--- src/rtl/tmiv_evfifo_pkg.sv ---
// tmiv_evfifo_pkg: shared LFSR pointer sequence and buffer depth
package tmiv_evfifo_pkg;
  localparam logic [3:0] lfsr_init = 4'b0001;
  localparam int depth = 15;
  function automatic logic [3:0] lfsr_next(input logic [3:0] p);
    return {p[2:1], p[3] ^ p[0], p[3]};
  endfunction
endpackage

--- src/rtl/tmiv_evfifo_lfsr4_ptr.sv ---
// lfsr4_ptr: 4-bit maximal-length LFSR pointer, advances on adv
module lfsr4_ptr
  import tmiv_evfifo_pkg::*;
(
  input  logic       hsclkp,
  input  logic       _rst,
  input  logic       adv,
  output logic [3:0] p
);
  always_ff @(posedge hsclkp or negedge _rst)
    if (!_rst) p <= lfsr_init;
    else if (adv) p <= lfsr_next(p);
endmodule

--- src/rtl/tmiv_evfifo.sv ---
// tmiv_evfifo: 15-deep first-word-fall-through event buffer with full/drop/level flags
module tmiv_evfifo
  import tmiv_evfifo_pkg::*;
#(
  parameter int dsize = 7
) (
  input  logic             hsclkp,
  input  logic             _rst,
  input  logic [dsize-1:0] a,
  input  logic             wr,
  input  logic             rd,
  output logic [dsize-1:0] y,
  output logic             _empty,
  output logic             full,
  output logic             drop,
  output logic [3:0]       lvl
);
  logic [dsize-1:0] mem [1:depth];
  logic [3:0] wp, rp, lvl_n;
  logic wa, ra;
  assign wa = wr && !full;
  assign ra = rd && _empty;
  assign lvl_n = (wa && !ra) ? lvl + 4'd1 : (ra && !wa) ? lvl - 4'd1 : lvl;
  assign y = mem[rp];
  lfsr4_ptr u_wp (.hsclkp(hsclkp), ._rst(_rst), .adv(wa), .p(wp));
  lfsr4_ptr u_rp (.hsclkp(hsclkp), ._rst(_rst), .adv(ra), .p(rp));
  always_ff @(posedge hsclkp)
    if (wa) mem[wp] <= a;
  always_ff @(posedge hsclkp or negedge _rst)
    if (!_rst) begin
      lvl <= 4'd0;
      _empty <= 1'b0;
      full <= 1'b0;
      drop <= 1'b0;
    end else begin
      lvl <= lvl_n;
      _empty <= lvl_n != 4'd0;
      full <= lvl_n == 4'(depth);
      drop <= wr && full;
    end
endmodule

--- config.mk ---
export PLATFORM = sky130hd
export DESIGN_NAME = tmiv_evfifo
export DESIGN_NICKNAME = d
export VERILOG_FILES = /design/src/rtl/tmiv_evfifo_pkg.sv /design/src/rtl/tmiv_evfifo_lfsr4_ptr.sv /design/src/rtl/tmiv_evfifo.sv
export SDC_FILE = /design/constraint.sdc
export NUM_CORES = 1
export LEC_CHECK = 0
export ABC_AREA = 0
export CAP_MARGIN = 20
export CORE_MARGIN = 2
export CORE_UTILIZATION = 25
export CTS_CLUSTER_DIAMETER = 80
export DETAILED_ROUTE_END_ITERATION = 10
export PLACE_DENSITY = 0.41
export SKIP_CTS_REPAIR_TIMING = 1
export SYNTH_ARGS = -nofsm -noshare
export SYNTH_HDL_FRONTEND = slang
export SYNTH_SLANG_ARGS = --single-unit
--- constraint.sdc ---
create_clock -name hsclkp -period 1.99 [get_ports hsclkp]
set_input_delay 0.199 -clock hsclkp [delete_from_list [all_inputs] [get_ports hsclkp]]
set_output_delay 0.199 -clock hsclkp [all_outputs]
set_load 0.02 [all_outputs]
# Yosys cells after proc, flatten, opt, wreduce, memory -nomap -nowiden

Memory sizes are Yosys's and may differ from the RTL's.
Index checks and enable logic that the tools add are counted.

Input port bits: 11
RAM bits: 105
Bits in registers: 15
Memories kept: 1

Memories:

| name | depth | width | rd ports | clocked after memory_dff | wr ports | RTL line          | source |
|---|---|---|---|---|---|---|---|
| mem  | 15    | 7     | 1        | 0                        | 1        | tmiv_evfifo.sv:18 | `logic [dsize-1:0] mem [1:depth];` |

Equal/unequal tests: 1
Add/sub/neg operators: 2
Reductions and logical operators: 9
Muxes and demuxes: 4
Bitwise logic cells: 2

Operators by type and width:

| kind                                             | number |
|---|---|
| 2-to-1 mux 4 bit                                 | 2 |
| logical AND 1 bit                                | 5 |
| adder 4 x 1 -> 4 bit, second input constant      | 1 |
| == test 4 bit, second input constant             | 1 |
| nonzero test 4 bit                               | 1 |
| subtractor 4 x 1 -> 4 bit, second input constant | 1 |
| logical NOT 1 bit                                | 3 |
| 2-to-1 mux 1 bit                                 | 2 |
| XOR 1 bit                                        | 2 |

# Longest topological paths before layout

Depth in word-level cells: 7
Depth in mapped cells: 6
Mapped depth without buffers: 5

# Hierarchy

Synthesis repeated with hierarchy kept, for this count alone.

Cell total of the unflattened synthesis: 258
Area total of the unflattened synthesis: 4808.4 sq um

By module, submodules not included:

| module      | cells an instance | area each (sq um) | times used |
|---|---|---|---|
| tmiv_evfifo | 238               | 4503.1            | 1 |
| lfsr4_ptr   | 10                | 152.6             | 2 |

# Worst setup path after synthesis

No wires, ideal clock.

Path kind: flip-flop to flip-flop
From: register full
To: memory mem[8][0] (enable)
Period minus slack after synthesis: 2.056 ns
Stages on the path, launching flop included: 5
Data required time: 1.610 ns
Setup slack: -0.066 ns
Arrival: 1.676 ns
Setup time: 0.380 ns
Cell sequence: dfrtp_1 and2b_4 nand2_1 or2_2 nor3_1

Cells in the longest elaborated chain, start to end: 4

RTL lines:

| element                                | RTL line          | source |
|---|---|---|
| from (decl)                            | tmiv_evfifo.sv:14 | `output logic full,` |
| from (signal assigned)                 | tmiv_evfifo.sv:38 | `full <= lvl_n == 4'(depth);` |
| logical NOT 1 bit                      | tmiv_evfifo.sv:21 | `assign wa = wr && !full;` |
| logical AND 1 bit                      | tmiv_evfifo.sv:21 |  |
| 2-to-1 mux 1 bit                       | tmiv_evfifo.sv:28 | `if (wa) mem[wp] <= a;` |
| 2-to-1 mux 1 bit (not written as such) | tmiv_evfifo.sv:28 |  |
| to (decl)                              | tmiv_evfifo.sv:18 |  |

Every way passes these cells.

# Worst setup path in the final report

From: register u_rp.p[0]
To: output y[1]

Cells in the longest elaborated chain, start to end: 1

RTL lines:

| element                  | RTL line                    | source |
|---|---|---|
| from (decl)              | tmiv_evfifo_lfsr4_ptr.sv:8  | `output logic [3:0] p` |
| from (signal assigned)   | tmiv_evfifo_lfsr4_ptr.sv:11 | `if (!_rst) p <= lfsr_init;` |
| from (signal assigned)   | tmiv_evfifo_lfsr4_ptr.sv:12 | `else if (adv) p <= lfsr_next(p);` |
| memory read (15 x 7 bit) | --                          |  |
| to (decl)                | tmiv_evfifo.sv:12           | `output logic [dsize-1:0] y,` |

Every way passes these cells.

==> summary.txt <==
Outcome
  – Status: complete, but fails checks
  – Failing checks: setup timing

Floorplan
  – Starting Density: 0.255
  – Die X: 142 um
  – Chip Height: roughly 140 um
  – Ports: 25
  – # rows: 50
  – Die area: 0.0203 mm2
  – Core area: between 0.015 and 0.02 mm2

Global route
  – Largest net degree at the start of global routing: 22
  – Total gr overflow: 0
  – Antenna violations before repair: 0
  – Vias in the first global route: 2669
  – GR Util All Layers: 0.113
  – Global-route wire length before repair: around 16000 um

Worst setup path
  – CP Launch Type: flip-flop
  – CP required: approximately 1.8 ns
  – R2r setup slk: ~0.23 ns
  – Crit Path Category: flip-flop to primary output
  – Largest fanout on the critical path: 7
  – Critical path endpoint category: primary output
  – WP data arrival: about 2.2 ns

Timing
  – Final setup margin: -0.444 ns
  – Final hold vios: 0
  – Min Tclk post-route: 2.43 ns
  – Skew final: 0.00329 ns
  – Max_slew headroom: 0.498
  – RSZ-0062 raised after global routing: yes
  – Setup violations, final: 7
  – Fmax: 411 MHz
  – Setup TNS Final: -2.81 ns
  – Tightest Pin Transition: roughly 0.75 ns
  – Period Utilization, post-route: 1.22
  – Count of pins over their slew limit: 0

Drt
  – Met2 WL: 5050 um
  – Routed wl met3: between 400 and 500 um
  – Max layer used: met4
  – Drt drc: 0
  – WL/cell: ~18 um
  – Wire length on met1: between 5000 and 6000 um
  – Antenna-violating nets left: 0
  – Starting DRC count in detailed routing: around 160
  – Drt via density: between 4 and 5
  – First drt pass iteration count: 4
  – Total number of vias: roughly 2.5k
  – DRT Wirelength: approximately 11000 um

Yosys
  – Synth area leaders: edfxtp_1, mux4_2, dfrtp_1
  – Commonest cells post-synth: edfxtp_1, mux4_2, nor2_1, a211oi_1, mux2i_1
  – Yosys reg bits: 120
  – Count of cell types in the netlist: 35
  – Synthesized Nets: around 280
  – Avg Cell Area, Syn: ~18 um2
  – Async SR Flop Fraction: 0.125
  – Yosys top cell by area: edfxtp_1
  – Yosys synthesis warning count: 0
  – Gate Count Post-Synth: 264
  – Synth top area share: 0.658
  – Sequential share of the synthesized area: 0.737
  – Cell Area, Synth: approximately 0.0048 mm2
  – Predominant post-synthesis flop cell: edfxtp_1
  – Most common cell in the netlist: edfxtp_1
  – Post-synth EDFFs: ~110

Cells and area
  – Share of layout cells above drive strength 1: 0.372
  – Area growth, synth to finish: 31.8%
  – # diodes: 0
  – Util after Layout: 0.337
  – Final nets: ~350
  – Design area: around 0.0063 mm2

Clock tree
  – H-tree levels: 4
  – Clock transition at the registers of the reported paths: ~0.05 ns
  – CTS tree: done
  – CTS Buffer Depth: 2
  – CTS Root Cell: clkbuf_16
  – CTS Buf Count: 17
  – Skew-Pair Late Insertion Delay: 0.41 ns
  – Clock sinks: 120

Pwr
  – Overall power: slightly above 7 mW
  – Peak supply drop: 0.000564 V
  – Static leakage: approximately 2.1 nW
  – PwrDens: 1110 mW/mm2

Min path
  – Hold crit path type: input pin to asynchronous set/reset pin

Placed design
  – I/O Buffers: 24
  – Dpl hpwl: around 7000 um
  – Placer Congestion: just over 0.7
  – Pre-CTS setup slack: -0.490 ns
  – Post-placement cell area: approximately 0.0057 mm2

Job
  – Max-cap violations: 0
## cell type report
cell class | count | area (um2)
fillers | 1804 | 12400
flip-flops and latches | 120 | 3530
repair buffers | 67 | 661
multi-input cells | 124 | 1250
clock buffers | 17 | 425
inverters | 6 | 22.5
well taps | 234 | 293
clock inverters | 15 | 136
## metrics by stage
stage	instances	hold WS, ns
global placement	547	0.518
detailed placement	547	0.522
global route	583	0.287
CTS	579	0.250
finish	583	0.234
floorplan	264	-0.0966
## report_power, final
part           internal, mW  switching (mW)  total, mW
Sequential             2.99           0.173       3.17
Clock                  1.82            1.08       2.89
Combinational         0.424           0.559      0.983
## critical path: stages, from the launching register on
cell     delay, ns
dfstp_2       0.57
buf_12        0.15
buf_12        0.11
mux4_2        0.54
mux2i_2       0.20
a21oi_2       0.11
buf_6         0.14
## registers in the layout, summed over array words and instances, names as in the netlist
name	cells
_empty	1
u_wp.p	4
mem	105
drop	1
u_rp.p	4
full	1
lvl	4
## worst paths after layout
path	startpoint	endpoint	cells past startpoint
worst min register to register	u_wp.p[0]$_DFFE_PN1P_	u_wp.p[0]$_DFFE_PN1P_	2
worst min-delay path	_rst	u_rp.p[2]$_DFFE_PN0P_	1
worst max register to register	full$_DFF_PN0_	mem[8][3]$_DFFE_PP_	5
worst max-delay path	u_rp.p[0]$_DFFE_PN1P_	y[1]	6
max in group asynchronous	_rst	u_rp.p[1]$_DFFE_PN0P_	1
min in group hsclkp	wr	drop$_DFF_PN0_	2
## placed cells by master (no fill, tap or decap), types with 3 or more instances in the layout
cell type        Yosys  final
edfxtp_1           105    105
buf_4                2     38
mux4_2              21     21
nor2_1              19     19
clkbuf_16            0     18
clkdlybuf4s50_1      0     17
mux2i_1             14     13
dfrtp_1             13     13
nand2_1             12     12
clkinv_2             0      8
a211oi_2             0      7
a211oi_1            14      6
inv_1                6      6
buf_12               0      6
a21oi_1              7      5
nor4_2               1      4
nand2b_1             3      3
o21ai_0              3      3
xnor2_1              3      3
mux2_2               3      3
## per-layer routing
metal  track usage  vias up
met5             0        -
met4        0.0328        0
met3        0.0437       12
met2         0.177       40
met1         0.145     1299
li1              -     1185
## logic make-up (layout without fill, tap and decap cells)
kind of cell / count (synthesis) / after routing / synth area share
AOI/OAI and AO/OA: 28 / 28 / 0.0410
xor gates and xnor gates: 5 / 5 / 0.00914
adders and majority gates: 2 / 2 / 0.00522
buffers and inverters: 20 / 105 / 0.0209
DFF: 120 / 120 / 0.737
muxes: 38 / 38 / 0.135
and+or+nand+nor: 51 / 51 / 0.0522
(Power assumes the default switching activity.)
